**src/rtl/mux_pkg.sv**
```systemverilog
// Shared definitions for the round-robin arbitrated multiplexer.
package mux_pkg;

    localparam logic MODE_RR    = 1'b0;
    localparam logic MODE_FIXED = 1'b1;

    // Pointer value that follows idx, wrapping back to 0 after the last channel.
    function automatic int next_ptr(input int idx, input int n);
        return (idx == n - 1) ? 0 : idx + 1;
    endfunction

endpackage

```
**src/rtl/rr_arbiter.sv**
```systemverilog
// Combinational arbiter: picks one requester, either searching from ptr with
// wrap-around (round-robin) or from index 0 (fixed priority).
module rr_arbiter
    import mux_pkg::*;
#(
    parameter int N = 4
) (
    input  logic [N-1:0]         req,
    input  logic [$clog2(N)-1:0] ptr,
    input  logic                 mode,
    output logic [N-1:0]         grant,
    output logic [$clog2(N)-1:0] grant_idx
);

    localparam int SW = $clog2(N);

    logic [2*N-1:0] req_dbl;
    logic [2*N-1:0] req_shift;
    logic [N-1:0]   req_rot;
    int             base;
    int             win;
    logic           found;

    // Doubling the request vector lets a plain right shift act as a rotation,
    // so the first set bit of the rotated vector is the winner's offset from base.
    always_comb begin
        base      = (mode == MODE_FIXED) ? 0 : int'(ptr);
        req_dbl   = {req, req};
        req_shift = req_dbl >> base;
        req_rot   = req_shift[N-1:0];
        grant     = '0;
        grant_idx = '0;
        found     = 1'b0;
        win       = 0;
        for (int j = 0; j < N; j++) begin
            if (!found && req_rot[j]) begin
                found     = 1'b1;
                win       = (base + j) % N;
                grant_idx = SW'(win);
                grant[win] = 1'b1;
            end
        end
    end

endmodule

```
**src/rtl/rr_mux_arb.sv**
```systemverilog
// N:1 multiplexer with a registered output, valid/ready on every port, and an
// internal arbiter choosing the source channel for each transfer.
module rr_mux_arb
    import mux_pkg::*;
#(
    parameter int N = 4,
    parameter int W = 8
) (
    input  logic                 clk,
    input  logic                 rst,
    input  logic                 mode,
    input  logic [N*W-1:0]       in_data,
    input  logic [N-1:0]         in_valid,
    output logic [N-1:0]         in_ready,
    output logic [W-1:0]         out_data,
    output logic                 out_valid,
    input  logic                 out_ready,
    output logic [$clog2(N)-1:0] out_sel
);

    localparam int SW = $clog2(N);

    logic [SW-1:0] rr_ptr;
    logic [N-1:0]  grant;
    logic [SW-1:0] grant_idx;
    logic          load;
    logic          in_xfer;
    logic [W-1:0]  win_data;

    rr_arbiter #(.N(N)) u_arb (
        .req       (in_valid),
        .ptr       (rr_ptr),
        .mode      (mode),
        .grant     (grant),
        .grant_idx (grant_idx)
    );

    // The output register can take a new word when empty or being drained this cycle;
    // in_ready is forced low during reset so no channel sees a spurious handshake.
    always_comb begin
        load     = ~out_valid | out_ready;
        in_ready = rst ? '0 : (grant & {N{load}});
        in_xfer  = |in_ready;
    end

    // Steer the granted channel's word toward the output register.
    always_comb begin
        win_data = '0;
        for (int i = 0; i < N; i++) begin
            if (grant[i]) win_data = in_data[i*W +: W];
        end
    end

    // Output register and round-robin pointer; pointer only advances in round-robin mode.
    always_ff @(posedge clk or posedge rst) begin
        if (rst) begin
            out_valid <= 1'b0;
            out_data  <= '0;
            out_sel   <= '0;
            rr_ptr    <= '0;
        end else if (in_xfer) begin
            out_valid <= 1'b1;
            out_data  <= win_data;
            out_sel   <= grant_idx;
            if (mode == MODE_RR) rr_ptr <= SW'(next_ptr(int'(grant_idx), N));
        end else if (out_valid && out_ready) begin
            out_valid <= 1'b0;
        end
    end

endmodule

```
**config.mk**
```make
export PLATFORM = sky130hd
export DESIGN_NAME = rr_mux_arb
export DESIGN_NICKNAME = d
export VERILOG_FILES = /design/src/rtl/mux_pkg.sv /design/src/rtl/rr_arbiter.sv /design/src/rtl/rr_mux_arb.sv
export SDC_FILE = /design/constraint.sdc
export NUM_CORES = 1
export LEC_CHECK = 0
export ABC_AREA = 1
export CAP_MARGIN = 20
export CORE_ASPECT_RATIO = 0.9
export CORE_UTILIZATION = 30
export CTS_BUF_LIST = sky130_fd_sc_hd__clkbuf_8
export DETAILED_ROUTE_END_ITERATION = 6
export GPL_TIMING_DRIVEN = 0
export PLACE_DENSITY = 0.62
export SYNTH_ARGS = -nofsm -noshare
export SYNTH_HDL_FRONTEND = slang
export SYNTH_SLANG_ARGS = --single-unit
```
**constraint.sdc**
```tcl
create_clock -name clk -period 2.9 [get_ports clk]
set_clock_uncertainty 0.15 [all_clocks]
set_input_delay 0.725 -clock clk [delete_from_list [all_inputs] [get_ports clk]]
set_output_delay 0.725 -clock clk [all_outputs]
set_load 0.01 [all_outputs]
```
Yosys cells after proc, flatten, opt, wreduce, memory -nomap -nowiden
Index checks and enable logic that the tools add are counted.
- reductions and logical operators: 18
- add/subtract/negate cells: 4
- div/mod/pow operators: 0
- bitwise operators: 11
- muxes and demuxes: 28
- order comparisons: 8
- multiply operators: 0
- shifts and indexed selects: 1
- equality and inequality tests: 1
- operators with widths (kind ; number):
    32-bit by 3-bit adder with 32-bit output (second input constant) ; 2
    32-bit by 2-bit adder with 32-bit output (second input constant) ; 1
    8-bit 2-to-1 mux ; 4
    8-bit by 32-bit >> shifter with 4-bit output ; 1
    4-bit 2-to-1 mux ; 5
    3-bit by 4-bit < comparator with 1-bit output (second input constant) ; 4
    3-bit by 1-bit >= comparator with 1-bit output (second input constant) ; 4
    2-bit 2-to-1 mux ; 6
    4-bit OR ; 3
    1-bit 2-to-1 mux ; 9
    1-bit demux with 2-bit select ; 4
    1-bit logical AND ; 8
    2-bit OR reduction ; 4
    4-bit bitwise AND ; 1
    4-bit OR reduction ; 1
    1-bit bitwise AND ; 3
    1-bit logical NOT ; 3
    2-bit by 1-bit adder with 2-bit output (second input constant) ; 1
    2-bit by 1-bit equality test with 1-bit output (second input constant) ; 1
    1-bit NOT ; 2
    2-bit AND reduction ; 1
    2-bit nonzero test ; 1
    1-bit bitwise AND (first input constant) ; 1
    1-bit OR ; 1
- bits of input ports: 40
- RAM bits: 0
- logic and storage cells: 75
- memories kept: 0
- memory bits (read-only): 0
- output and inout port bits: 15
- latch bits: 0
- bits in registers: 13

Depth between registers and ports, before layout
- depth after elaboration: 18
- depth in mapped cells: 17
- depth with buffers taken out: 16

Hierarchy
Synthesis repeated with hierarchy kept, for this count alone.
- cell total of the unflattened synthesis: 235
- area, all modules: 1407.6 µm²
- modules (own cells, without submodules) (module ; seq. area each (µm²) ; cells each ; times used ; area each (µm²)):
    rr_mux_arb ; 325.3 ; 141 ; 1 ; 907.1
    rr_arbiter ; 0.0 ; 94 ; 1 ; 500.5

Worst setup path before layout
No wires, ideal clock.
- path type: input -> output
- from: input mode
- to: output in_ready[1]
- path slack: 0.111 ns
- arrival: 1.914 ns
- stages on the path: 11
- buffers on the path: 0
- cell sequence: inv_2 > nand2_2 > inv_2 > nand3_2 > nand2_2 > nand2_2 > nor2_4 > nand3_1 > nand2_2 > nand2_1 > inv_1
- word-level cells in the longest chain between the ends: 16
- RTL lines (element ; RTL line ; RTL):
    start: declaration ; rr_mux_arb.sv:11 ; input logic mode,
    2-bit 2-to-1 mux (*) ; rr_arbiter.sv:27 ; base = (mode == MODE_FIXED) ? 0 : int'(ptr);
    32-bit by 2-bit adder with 32-bit output / 2-bit OR reduction (equally long branches) ; n/a ;
    2-bit OR reduction (no source line) / 1-bit bitwise AND (equally long branches) ; n/a ;
    1-bit bitwise AND (no source line) (tied with other cells) ; n/a ;
    3-bit by 4-bit < comparator with 1-bit output (not written as such) (tied with other cells) ; rr_arbiter.sv:40 ; grant[win] = 1'b1;
    1-bit logical AND (not written as such) / 1-bit 2-to-1 mux (equally long branches) ; rr_arbiter.sv:40 ;
    1-bit 2-to-1 mux (not written as such) / 1-bit demux with 2-bit select (equally long branches) ; n/a ;
    1-bit demux with 2-bit select / 4-bit 2-to-1 mux (equally long branches) ; n/a ;
    4-bit OR (no source line) ; n/a ;
    4-bit 2-to-1 mux ; rr_arbiter.sv:36 ; if (!found && req_rot[j]) begin
    4-bit OR (no source line) ; n/a ;
    4-bit 2-to-1 mux ; rr_arbiter.sv:36 ;
    4-bit OR (no source line) ; n/a ;
    4-bit 2-to-1 mux (*) ; rr_arbiter.sv:36 ;
    4-bit bitwise AND (*) ; rr_mux_arb.sv:42 ; in_ready = rst ? '0 : (grant & {N{load}});
    4-bit 2-to-1 mux (*) ; rr_mux_arb.sv:42 ;
    end: declaration ; rr_mux_arb.sv:14 ; output logic [N-1:0] in_ready,
Every way passes the cells marked *; elsewhere a longest branch is shown, timed or not.

Worst setup path in the final report
- from: input mode
- to: output in_ready[2]
Same word-level chain as after synthesis.

==> impl_summary.txt <==
----------------------------------------------------
[Synthesis]
  Top FF cell, synth ... dfrtp_1
  Synthesis warning total ... 0
  Multiplexer share of the synthesized area ... 0
  Area fraction in compound gates after synthesis ... 0.126
  Number of cells produced by synthesis ... 236
  Top post-synthesis cells by area ... dfrtp_1 21%, nand2_1 11%, nand3_1 9.7%
  Post-Synth XOR/XNOR Area ... 0.0113
  Syn Nets ... 284
  Register bit count reported by yosys ... 13
  Main combinational cell family by area after synthesis ... simple AND/OR/NAND/NOR gates
  Top post-synthesis cells by count ... 45 x nand2_1, 34 x inv_1, 30 x nand3_1
  Post-Syn Area per Cell ... around 6.5 µm²
  Post-synthesis share of cell area spent on full adders, half adders and majority gates ... 0.0648
  Post-synth EDFFs ... 0
  Part of the Yosys area used for sequential elements ... 0.211
  Simple-gate portion of the synthesized area ... 0.456
  Most frequently used cell type in the post-synthesis netlist ... nand2_1
  Netlist cell types ... 26
  Proportion of register bits with asynchronous set or reset after synthesis ... 1.00
  Cell type with the highest aggregate area in the netlist ... dfrtp_1
  Portion of synthesized cell area occupied by the leading cell type ... 0.211
  Mapped cell area ... 1540 µm²

[Setup path]
  R2R setup slack ... 0.11 ns
  Worst r2r src ... rr_ptr[0]$_DFFE_PP0P_
  Critical path peak fanout ... 6
  Required time worst endpoint ... 2.03 ns
  Critical path class ... primary input to primary output
  Arrival time of the worst setup path ... ~2.1 ns
  Sort of element at the start of the critical path ... primary input
  Reg2reg path depth ... 19
  Worst reg2reg endpoint ... rr_ptr[1]$_DFFE_PP0P_
  Endpoint type of the worst setup path ... primary output

[Timing]
  Fin crit period ... 3.00 ns
  Slack of the critical path ... -0.0979 ns
  Hold violation total from the final report ... 0
  Worst-Margin Slew ... 0.682 ns
  Number of max-slew violations in the final report ... 0
  Slew headroom ... 0.543
  Unrepaired setup endpoints after global routing ... yes
  Portion of the clock cycle consumed by the worst path in the final layout ... 1.03
  Top achievable clock speed ... 334 MHz
  Setup violations, final ... 5
  Worst Hold Margin ... 0.332 ns

[Place]
  Port buffer count ... 54
  GPL Wtd Cong ... 0.816
  Detailed-placement wirelength estimate ... 3230 µm

[Floorplan]
  Die Area ... 5440 µm²
  I/O pin count ... 55
  Vertical extent of the die ... between 70 and 80 µm
  Placeable core region ... just under 5000 µm²
  Overall die width ... 77.6 µm
  Effective utilization at floorplan ... 0.315
  Cell Rows ... 24

[Routing]
  Mean number of vias per cell ... 4.53
  Remaining antenna violation count after routing ... 0
  DR DRC count ... 0
  Vias after detailed routing ... approximately 1,800
  1st-iter DRT viols ... 50
  Number of iterations in the first detailed-routing pass ... 4
  DR WL/cell ... approximately 12 µm
  Wire length after detailed routing ... 4660 µm

[Clocking]
  Clk Latency, worst-skew pair ... 0.23 ns
  Hold bufs inserted after CTS ... 0
  Clock root buffer ... clkbuf_8
  Num CTS Buffers ... 3
  Number of sinks handled by clock tree synthesis ... 13
  Reg clk slew, reported paths ... 0.05 ns
  Maximum level of the CTS H-tree ... 1
  Clock buffer depth ... 2
  Clock tree from TritonCTS ... done

[Cells and area]
  Fraction of final layout cells with drive strength greater than 1 ... 0.373
  Number of filler instances in the final layout ... 459
  Post-route core utilization ... 0.533
  Diodes inserted ... 0
  Area added between synthesis and finish ... 68.9%
  Final-stage net count ... 371

[Global route]
  Initial antenna violation count ... 0
  Number of global-route vias before repair ... 1,707
  Overflow left after global routing ... 0
  Global Route Usage Sum ... 0.175
  Pin count of the biggest net entering global routing ... 14
  First-pass GRT wire length ... 7800 µm

[Pwr]
  Worst IR Drop VDD ... 0.317 mV
  Power density of the placed cells ... roughly 850 nW/µm²
  Leakage ... 1.31 nW

[Worst hold path]
  Min-Delay Path Depth ... 2
  Hold Path Sink ... out_sel[1]$_DFFE_PP0P_
  Hold path startpoint ... out_sel[1]$_DFFE_PP0P_
  Class of the tightest hold or removal check ... flop to flop

[Run status]
  Violated checks ... negative setup slack
  Run status ... finished, violations left

[Run]
  Max_cap viols ... 0

----------------------------------------------------
flip-flops by register name, indices dropped and copies added (netlist names):
name / cells
out_data: 8
out_sel: 2
out_valid: 1
rr_ptr: 2
where the power goes:
part	total [mW]	internal [mW]	switching, mW
Clock	0.157	0.0933	0.0635
Sequential	0.329	0.278	0.0514
Combinational	1.72	0.778	0.946
Total	2.21	1.15	1.06
layout make-up:
class                   count  area [µm²]  share of cell area
multi-input cells         179        1160               0.445
repair buffers             82         782               0.300
clock buffers               3        41.3              0.0158
plain buffers               7        67.6              0.0259
well taps                  65        81.3              0.0312
flip-flops and latches     13         325               0.125
inverters                  37         146              0.0561
clock inverters             1        3.75             0.00144
worst max-delay path by stage:
stage          startpoint           to  slack (ns)  cells past startpoint
2_1_floorplan        mode  in_ready[1]        0.11                     11
3_3_place_gp         mode  in_ready[0]       -1.18                     13
3_5_place_dp         mode  in_ready[1]       -1.17                     13
4_1_cts              mode  in_ready[2]       -0.09                     15
5_1_grt              mode  in_ready[2]       -0.18                     14
6_report             mode  in_ready[2]        -0.1                     14
worst max-delay path: stages:
cell and delay, ns:
buf_8 0.10, inv_6 0.05, buf_6 0.11, nand2_4 0.06, buf_12 0.15, buf_4 0.14, ha_1 0.21, nand2_1 0.09
nand2_2 0.06, nor2_2 0.11, nand2_2 0.08, nand2_2 0.08, inv_2 0.04, buf_6 0.11
cell usage in the layout (no fill, tap or decap):
cell             instances
xor2_1                   2
inv_4                    1
inv_1                   30
nand3_2                 14
nand2_2                 12
nor3_1                   6
o21ai_0                  3
nand2_4                 13
o21ai_1                  2
buf_6                    6
buf_12                   1
nor3_2                   2
dlygate4sd2_1            3
o22ai_1                  1
nand3_4                  1
o21ai_2                  1
inv_2                    6
bufbuf_16                1
nand3_1                 20
ha_1                     6
inv_6                    1
nor2_2                  14
clkbuf_8                 3
buf_4                   29
a21oi_1                 17
buf_2                    2
nor2_4                   2
clkdlybuf4s15_1          1
nor2_1                  13
nand2_1                 39
clkdlybuf4s50_1         45
dfrtp_1                 13
buf_8                    1
nor3b_1                  1
ha_2                     2
a21oi_2                  8
metal layers:
layer,GRT usage,part of all wire,vias up
met5,0,0,-
li1,-,-,924
met2,0.292,0.48,40
met1,0.246,0.48,789
met4,0.0252,0.0034,0
met3,0.0170,0.036,2
per-stage QoR:
step	instance area [µm²]	cells	worst slack, ns	total power, mW	setup TNS, ns
after floorplan	1540	236	0.111	1.32	0
after global placement	2170	355	-1.18	1.74	-10.13
after detailed placement	2170	355	-1.17	1.76	-10.09
after CTS	2560	384	-0.0855	2.17	-0.275
after global routing	2610	387	-0.179	2.41	-0.819
final	2610	387	-0.0979	2.21	-0.287
cells by family (layout without fill, tap and decap cells):
family	Yosys count	count (layout)
AND/OR/NAND/NOR	137	137
buffers and inverters	44	130
AO/OA/AOI/OAI	32	32
flip-flops	13	13
adder cells (fa/ha/maj)	8	8
XOR/XNOR	2	2
timing repair:
item / in CTS / in global routing
gates cloned: 1 / 0
buffers inserted: 24 / 3
pin swaps: 18 / 12
setup endpoints to repair: 17 / 6
gates resized for setup: 66 / 8
(Power assumes the default switching activity.)
